## config.mk

```make
export PLATFORM = sky130hd
export DESIGN_NAME = paeth_pred_stream
export DESIGN_NICKNAME = d
export VERILOG_FILES = /design/src/rtl/intra_pkg.sv /design/src/rtl/paeth_core.sv /design/src/rtl/paeth_pred_stream.sv
export SDC_FILE = /design/constraint.sdc
export NUM_CORES = 2
export LEC_CHECK = 0
export ABC_AREA = 1
export BUFFER_PORTS_ARGS = -buffer_cell sky130_fd_sc_hd__buf_2
export CAP_MARGIN = 20
export CORE_ASPECT_RATIO = 1.25
export CORE_MARGIN = 5
export CORE_UTILIZATION = 50
export DETAILED_ROUTE_END_ITERATION = 10
export PLACE_DENSITY = 0.7
export RECOVER_POWER = 25
export SLEW_MARGIN = 20
export SYNTH_ARGS = -nofsm -noshare
export SYNTH_HDL_FRONTEND = slang
export SYNTH_SLANG_ARGS = --single-unit
```

## constraint.sdc

```tcl
create_clock -name clk -period 73.8 [get_ports clk]
set_clock_uncertainty 0.1 [all_clocks]
set_input_delay 14.76 -clock clk [delete_from_list [all_inputs] [get_ports clk]]
set_output_delay 14.76 -clock clk [all_outputs]
set_load 0.1 [all_outputs]
```

## src/rtl/intra_pkg.sv

```systemverilog
// Shared types and helpers for the intra prediction path.
// Sample extraction and the signed working width for Paeth distances.
package intra_pkg;

    localparam int WORK_EXTRA = 2;
    localparam int MAX_BD     = 16;
    localparam int MAX_PIX    = 512;

    // Default-build pixel layout: channel c in bits [c*PIX_BD +: PIX_BD]
    localparam int PIX_BD = 10;
    localparam int PIX_CH = 3;
    typedef logic [PIX_CH-1:0][PIX_BD-1:0] pix_t;

    typedef enum logic [1:0] {
        IDLE,
        RUN,
        DRAIN
    } paeth_state_e;

    function automatic int work_w(input int bd);
        return bd + WORK_EXTRA;
    endfunction

    function automatic logic [MAX_BD-1:0] ch_sample(
        input logic [MAX_PIX-1:0] pix,
        input int                 c,
        input int                 bd
    );
        logic [MAX_PIX-1:0] sh;
        sh = pix >> (c * bd);
        return sh[MAX_BD-1:0] & ((MAX_BD'(1) << bd) - MAX_BD'(1));
    endfunction

endpackage

```

## src/rtl/paeth_core.sv

```systemverilog
// Single-channel Paeth datapath: distance half (S1) and select half (S2).
// Both halves are combinational; the pipeline register sits in the top level.
module paeth_core
    import intra_pkg::*;
#(
    parameter  int BITDEPTH = 10,
    localparam int WW       = work_w(BITDEPTH)
) (
    input  logic [BITDEPTH-1:0] t,
    input  logic [BITDEPTH-1:0] l,
    input  logic [BITDEPTH-1:0] tl,
    output logic [WW-1:0]       p_l,
    output logic [WW-1:0]       p_t,
    output logic [WW-1:0]       p_tl,
    input  logic [BITDEPTH-1:0] s_t,
    input  logic [BITDEPTH-1:0] s_l,
    input  logic [BITDEPTH-1:0] s_tl,
    input  logic [WW-1:0]       s_pl,
    input  logic [WW-1:0]       s_pt,
    input  logic [WW-1:0]       s_ptl,
    output logic [BITDEPTH-1:0] pred
);
    logic signed [WW-1:0] ts, ls, tls;
    logic signed [WW-1:0] d_t, d_l, d_tl;

    assign ts  = $signed({2'b00, t});
    assign ls  = $signed({2'b00, l});
    assign tls = $signed({2'b00, tl});

    // Two guard bits keep T+L-2*TL inside the signed range
    assign d_t  = ts - tls;
    assign d_l  = ls - tls;
    assign d_tl = ts + ls - (tls <<< 1);

    assign p_l  = d_t[WW-1]  ? -d_t  : d_t;
    assign p_t  = d_l[WW-1]  ? -d_l  : d_l;
    assign p_tl = d_tl[WW-1] ? -d_tl : d_tl;

    always_comb begin
        pred = s_tl;
        if (s_pl <= s_pt && s_pl <= s_ptl)
            pred = s_l;
        else if (s_pt <= s_ptl)
            pred = s_t;
    end

endmodule

```

## src/rtl/paeth_pred_stream.sv

```systemverilog
// Streaming Paeth intra predictor: edge set in, BWxBH block out in raster order.
// Define PAETH_OUT_REG_EN to add a 2-entry output skid buffer (+1 cycle latency).
module paeth_pred_stream
    import intra_pkg::*;
#(
    parameter int BITDEPTH = 10,
    parameter int CHANNELS = 3,
    parameter int BW       = 8,
    parameter int BH       = 8
) (
    input  logic                         clk,
    input  logic                         rst,
    input  logic                         in_valid,
    output logic                         in_ready,
    input  logic [CHANNELS*BITDEPTH-1:0] in_topleft,
    input  logic [CHANNELS*BITDEPTH-1:0] in_above [0:BW-1],
    input  logic [CHANNELS*BITDEPTH-1:0] in_left  [0:BH-1],
    output logic                         out_valid,
    input  logic                         out_ready,
    output logic [CHANNELS*BITDEPTH-1:0] out_pix,
    output logic [$clog2(BW)-1:0]        out_x,
    output logic [$clog2(BH)-1:0]        out_y,
    output logic                         out_last
);
    localparam int PW = CHANNELS * BITDEPTH;
    localparam int XW = $clog2(BW);
    localparam int YW = $clog2(BH);
    localparam int WW = work_w(BITDEPTH);

    paeth_state_e state, state_n;

    logic [PW-1:0] tl_q;
    logic [PW-1:0] above_q [0:BW-1];
    logic [PW-1:0] left_q  [0:BH-1];
    logic [XW-1:0] x_q;
    logic [YW-1:0] y_q;

    logic          accept, stall, issue_last;
    logic [PW-1:0] cur_t, cur_l, sel_pix;
    logic [CHANNELS-1:0][WW-1:0] p_l, p_t, p_tl;

    logic          s1_valid, s1_last;
    logic [XW-1:0] s1_x;
    logic [YW-1:0] s1_y;
    logic [PW-1:0] s1_t, s1_l, s1_tl;
    logic [CHANNELS-1:0][WW-1:0] s1_pl, s1_pt, s1_ptl;

    logic          s2_valid, s2_last;
    logic [XW-1:0] s2_x;
    logic [YW-1:0] s2_y;
    logic [PW-1:0] s2_pix;

    assign in_ready   = (state == IDLE);
    assign accept     = in_valid && in_ready;
    assign issue_last = (x_q == XW'(BW - 1)) && (y_q == YW'(BH - 1));
    assign cur_t      = above_q[x_q];
    assign cur_l      = left_q[y_q];

    always_ff @(posedge clk or posedge rst) begin
        if (rst) state <= IDLE;
        else     state <= state_n;
    end

    always_comb begin
        state_n = state;
        unique case (state)
            IDLE:    if (accept) state_n = RUN;
            RUN:     if (!stall && issue_last) state_n = DRAIN;
            DRAIN:   if (out_valid && out_ready && out_last) state_n = IDLE;
            default: state_n = IDLE;
        endcase
    end

    always_ff @(posedge clk or posedge rst) begin
        if (rst) begin
            tl_q <= '0;
            for (int i = 0; i < BW; i++) above_q[i] <= '0;
            for (int i = 0; i < BH; i++) left_q[i] <= '0;
            x_q <= '0;
            y_q <= '0;
        end else if (accept) begin
            tl_q <= in_topleft;
            for (int i = 0; i < BW; i++) above_q[i] <= in_above[i];
            for (int i = 0; i < BH; i++) left_q[i] <= in_left[i];
            x_q <= '0;
            y_q <= '0;
        end else if (state == RUN && !stall) begin
            // Power-of-two dimensions let both counters wrap naturally
            x_q <= x_q + XW'(1);
            if (x_q == XW'(BW - 1)) y_q <= y_q + YW'(1);
        end
    end

    for (genvar c = 0; c < CHANNELS; c++) begin : g_ch
        paeth_core #(.BITDEPTH(BITDEPTH)) u_core (
            .t     (BITDEPTH'(ch_sample(MAX_PIX'(cur_t), c, BITDEPTH))),
            .l     (BITDEPTH'(ch_sample(MAX_PIX'(cur_l), c, BITDEPTH))),
            .tl    (BITDEPTH'(ch_sample(MAX_PIX'(tl_q), c, BITDEPTH))),
            .p_l   (p_l[c]),
            .p_t   (p_t[c]),
            .p_tl  (p_tl[c]),
            .s_t   (s1_t[c*BITDEPTH +: BITDEPTH]),
            .s_l   (s1_l[c*BITDEPTH +: BITDEPTH]),
            .s_tl  (s1_tl[c*BITDEPTH +: BITDEPTH]),
            .s_pl  (s1_pl[c]),
            .s_pt  (s1_pt[c]),
            .s_ptl (s1_ptl[c]),
            .pred  (sel_pix[c*BITDEPTH +: BITDEPTH])
        );
    end

    always_ff @(posedge clk or posedge rst) begin
        if (rst) begin
            s1_valid <= 1'b0;
            s1_last  <= 1'b0;
            s1_x     <= '0;
            s1_y     <= '0;
            s1_t     <= '0;
            s1_l     <= '0;
            s1_tl    <= '0;
            s1_pl    <= '0;
            s1_pt    <= '0;
            s1_ptl   <= '0;
            s2_valid <= 1'b0;
            s2_last  <= 1'b0;
            s2_x     <= '0;
            s2_y     <= '0;
            s2_pix   <= '0;
        end else if (!stall) begin
            s1_valid <= (state == RUN);
            s1_last  <= (state == RUN) && issue_last;
            s1_x     <= x_q;
            s1_y     <= y_q;
            s1_t     <= cur_t;
            s1_l     <= cur_l;
            s1_tl    <= tl_q;
            s1_pl    <= p_l;
            s1_pt    <= p_t;
            s1_ptl   <= p_tl;
            s2_valid <= s1_valid;
            s2_last  <= s1_last;
            s2_x     <= s1_x;
            s2_y     <= s1_y;
            s2_pix   <= sel_pix;
        end
    end

`ifdef PAETH_OUT_REG_EN
    typedef struct packed {
        logic [PW-1:0] pix;
        logic [XW-1:0] x;
        logic [YW-1:0] y;
        logic          last;
    } out_ent_t;

    out_ent_t   sk_mem [0:1];
    logic [1:0] sk_cnt;
    logic       sk_wr, sk_rd, sk_push, sk_pop;

    // Stall comes only from the registered fill level, never from out_ready
    assign stall   = (sk_cnt == 2'd2);
    assign sk_push = s2_valid && !stall;
    assign sk_pop  = out_valid && out_ready;

    always_ff @(posedge clk or posedge rst) begin
        if (rst) begin
            sk_mem[0] <= '0;
            sk_mem[1] <= '0;
            sk_cnt    <= '0;
            sk_wr     <= 1'b0;
            sk_rd     <= 1'b0;
        end else begin
            if (sk_push) begin
                sk_mem[sk_wr] <= '{s2_pix, s2_x, s2_y, s2_last};
                sk_wr         <= ~sk_wr;
            end
            if (sk_pop) sk_rd <= ~sk_rd;
            sk_cnt <= sk_cnt + {1'b0, sk_push} - {1'b0, sk_pop};
        end
    end

    assign out_valid = (sk_cnt != 2'd0);
    assign out_pix   = sk_mem[sk_rd].pix;
    assign out_x     = sk_mem[sk_rd].x;
    assign out_y     = sk_mem[sk_rd].y;
    assign out_last  = sk_mem[sk_rd].last;
`else
    assign stall     = s2_valid && !out_ready;
    assign out_valid = s2_valid;
    assign out_pix   = s2_pix;
    assign out_x     = s2_x;
    assign out_y     = s2_y;
    assign out_last  = s2_last;
`endif

endmodule

```

# Word level (Yosys, flattened, before mapping)
# Cells that the tools add are included.
[totals] reg_bits=762 wordCells=132
[classes] n_eq_ne=7 addsub=23 reduce_logical=18 muxes=30 n_bitwise=2 n_lt_le_gt_ge=11
[ops] operator="$bmux W30 S3" count=2
[ops] operator="$mux W30" count=4
[ops] operator="$le A12 B12 Y1" count=9
[ops] operator="$mux W12" count=9
[ops] operator="$neg A12 Y12" count=9
[ops] operator="$sub A10 B10 Y11" count=6
[ops] operator="$mux W10" count=6
[ops] operator="$sub A12 B12 Y12" count=3
[ops] operator="$add A10 B10 Y11" count=3
[ops] operator="$mux W3" count=5
[ops] operator="$logic_and A1 B1 Y1" count=11
[ops] operator="$ge A4 B4 Y1 const B" count=2
[ops] operator="$not A3 Y4" count=2
[ops] operator="$add A3 B1 Y3 const B" count=2
[ops] operator="$eq A3 B3 Y1 const B" count=2
[ops] operator="$mux W2" count=3
[ops] operator="$pmux W2 S3" count=1
[ops] operator="$ne A2 B2 Y1 const B" count=2
[ops] operator="$reduce_bool A2 Y1" count=2
[ops] operator="$reduce_and A3 Y1" count=1
[ops] operator="$eq A2 B1 Y1 const B" count=1
[ops] operator="$eq A2 B2 Y1 const B" count=1
[ops] operator="$logic_not A1 Y1" count=2
[ops] operator="$logic_not A2 Y1" count=1
[ops] operator="2 further kinds" count=2

# Depth between registers and ports, before layout
[logic_depth] ltp_word=8 ltp_mapped=30

# Modules after synthesis
# A second synthesis with hierarchy kept.
[hier_totals] hier_cells=6294 hier_area_um2=45897.8
[by_module_without_submodules] mod="paeth_pred_stream" cells_each=4135 seq_area_each_um2=19068.3 area_each_um2=33791.2 n_inst=1
[by_module_without_submodules] mod="paeth_core at g_ch[0].u_core" cells_each=719 seq_area_each_um2=0.0 area_each_um2=4046.4 n_inst=1
[by_module_without_submodules] mod="paeth_core at g_ch[1].u_core" cells_each=720 seq_area_each_um2=0.0 area_each_um2=4041.4 n_inst=1
[by_module_without_submodules] mod="paeth_core at g_ch[2].u_core" cells_each=720 seq_area_each_um2=0.0 area_each_um2=4018.9 n_inst=1

# Worst setup path before layout
# Ideal clock, no wire load.
[synth_timing] path_kind="register to output" from="register state[1]" to="output port in_ready" stages_incl_launch_ff=2 arrival_ps=1655 setup_slack_ps=57285 t_required_ps=58940 path_cell_list="dfrtp_1 -> nor2_1"
[synth_between] elab_chain_len=1
[synth_rtl] element="start, declared" line="paeth_pred_stream.sv:30" text="paeth_state_e state, state_n;"
[synth_rtl] element="start signal, assigned" line="paeth_pred_stream.sv:61" text="else state <= state_n;"
[synth_rtl] element="$logic_not A2 Y1" line="paeth_pred_stream.sv:53" text="assign in_ready = (state == IDLE);"
[synth_rtl] element="end, declared" line="paeth_pred_stream.sv:14" text="output logic in_ready,"
# No other way between the ends.

==> out/metrics.yaml <==
crit_path_max_fanout: 167
final_area_sq_um: 50250
post-place-ws_ps: 55490
grt_pass1_vias: 40070
ctsResizeCount: 0
fmax_mhz: 39.46
slew_viol_final: 891
place_area_sq_um: 47520
grt_pass1_wl_mm: 223.7
slew-limit-headroom_pct: -486.4
syn_avg_cell_area_sq_um: 7.200
grt_use_met1_pct: 41.17
grtUsageTotal_pct: 30.09
met2_usage_pct: 47.39
synth_area_leaders: "dfrtp_1 43%, nand2_1 21%, ha_1 6.8%"
gp_congestion: 0.9533
stdcell_count: 7775
h-tree-depth: 3
cts_root_buf: "clkbuf_16"
muxShareOfSynthArea_pct: 0
drc: 0
syn_nets: 6892
final.setup.worst_slack_ps: 48460
grt_remaining_overflow: 0
clk_pin_slew_ps: 60
dpl.cell_count: 7622
netlist-cell-type-count: 41
synth-compound-area-share_pct: 9.646
port_buffers: 552
crit_path_end_kind: "asynchronous set/reset pin"
period_needed_ps: 25340
final.setup.tns_ps: 0
synth_xor_area_share_pct: 1.152
synth_top_family_by_area: "simple AND/OR/NAND/NOR gates"
fin_crit_sh_pct: 34.34
syn_inst: 6125
required_ps: 72260
cts_sinks: 762
worstMarginPinSlew_ps: 8797
initial_core_util_pct: 50.49
setup_violations: 0
grt.busiest_layer: "met2"
vias: 41590
cts_tree: "built"
synth_top_area_cell: "dfrtp_1"
drt_iter0_markers: 3560
avgViaCountPerCell: 5.349
status: "complete, but fails checks"
die_h_microns: 342.1
wl_mm: 144.2
grt_antenna_before_repair: 12
hpwl_mm: 106.5
drt-wirelength-per-cell_microns: 18.55
final_nets: 7302
drive_above_1_share_pct: 12.16
synth_top_area_share_pct: 43.24
synthAdderAreaFrac_pct: 7.382
area_growth_pct: 13.94
num_rows: 121
numCtsBuffers: 79
violations: "max-capacitance violations, max-slew violations"
worstSetupPathType: "in -> async"
post_cts_buffers: 0
grt_max_degree: 180
clkLatencyLatePin_ps: 660
cts_max_path_buffers: 3
start_kind: "input port"
drt_pass1_iterations: 6
yosysWarningCount: 0
hold_viol_final: 0
io_pins: 553
core_sq_um: 87360
ys_ff_latch: 762
rsz0062_at_grt: "false"
die_w_microns: 275.6
ant_nets: 0
met3_usage_pct: 4.973
synth-simple-area-share_pct: 31.13
hold_path.class: "reg -> reg"
arrival_ps: 23800
drv_cap: 10
seq_area_frac_synth_pct: 43.24
cts_hold_buffers: 0
syn_area_sq_um: 44100
dieArea_sq_um: 94280
state kept, by name, summed over array words and instances, names as in the netlist, 30 cells and up:
register	cells
above_q	240
left_q	240
s1_pl	36
s1_pt	36
s1_ptl	36
out_pix	30
s1_l	30
s1_t	30
s1_tl	30
tl_q	30
per-stage QoR:
stage                     utilization (%)  hold WS (ps)
after floorplan                         -         319.8
after global placement              54.40         327.7
after detailed placement            54.40         337.2
after CTS                           57.57         352.7
after global routing                57.52         373.1
final                               57.52         353.6
final timing paths:
check                              start           to  slack (ps)  cells past startpoint
worst max-delay path                 rst  above_q[10]       48460                      3
worst min-delay path            s1_valid    out_valid         350                      2
worst max register to register  state[1]      tl_q[4]       64120                      7
worst min register to register  s1_valid    out_valid         350                      2
max in group clk                in_valid      tl_q[4]       50430                      7
min in group asynchronous            rst   s1_ptl[19]       15330                      2
cell usage in the layout (no fill, tap or decap), types with 28 or more instances in the layout:
cell       instances
buf_4             39
nand3_1          345
xor2_1            44
ha_1             241
a31oi_1           52
nand4_1           47
nor3_1            28
nor2_1           511
inv_1            521
o21ai_1           53
o21ai_0          420
nand2_1         2481
o22ai_1           64
dfrtp_1          758
clkbuf_16         79
buf_2            551
a21oi_1          151
area by class of cell:
class	instances	area [sq um]
diodes	9	22.52
clock inverters	43	591.8
fillers	8271	37110
clock buffers	101	2180
flip-flops and latches	762	19080
multi-input cells	4546	21740
inverters	549	2077
well taps	1168	1461
repair buffers	597	3093
cell usage after synthesis (all sizes together):
master,instances
a21boi,1
o21bai,5
clkbuf,141
or2,2
a21o,3
dfrtp,762
ha,241
nand3b,11
xor2,44
nand4,48
buf,127
inv,547
nor2,513
o211ai,3
and2,5
xnor2,14
nor3,29
nand3,353
o22ai,64
o2111ai,1
o21a,8
o21ai,482
a31oi,60
nand2,2496
fa,12
clkinv,2
a21oi,151
logic make-up (layout without fill, tap and decap cells):
family / after synthesis / after routing
AO/OA/AOI/OAI: 778 / 778
XOR/XNOR: 58 / 58
adder cells (fa/ha/maj): 253 / 253
buffers and inverters: 817 / 1290
flip-flops: 762 / 762
other: 0 / 9
AND/OR/NAND/NOR: 3457 / 3457
per-layer routing:
layer | wire, microns | vias up
met5 | 28 | -
met4 | 7114 | 4
met3 | 10490 | 301
met2 | 66100 | 1525
met1 | 60500 | 19500
li1 | - | 20260
critical path: stages:
cell and delay, ps:
buf_2 100, clkinvlp_2 2420, clkbuf_1 6300
Power is left out: the tool's default activity adds up to more than one toggle a clock period on the data nets, which glitch-free logic cannot reach.
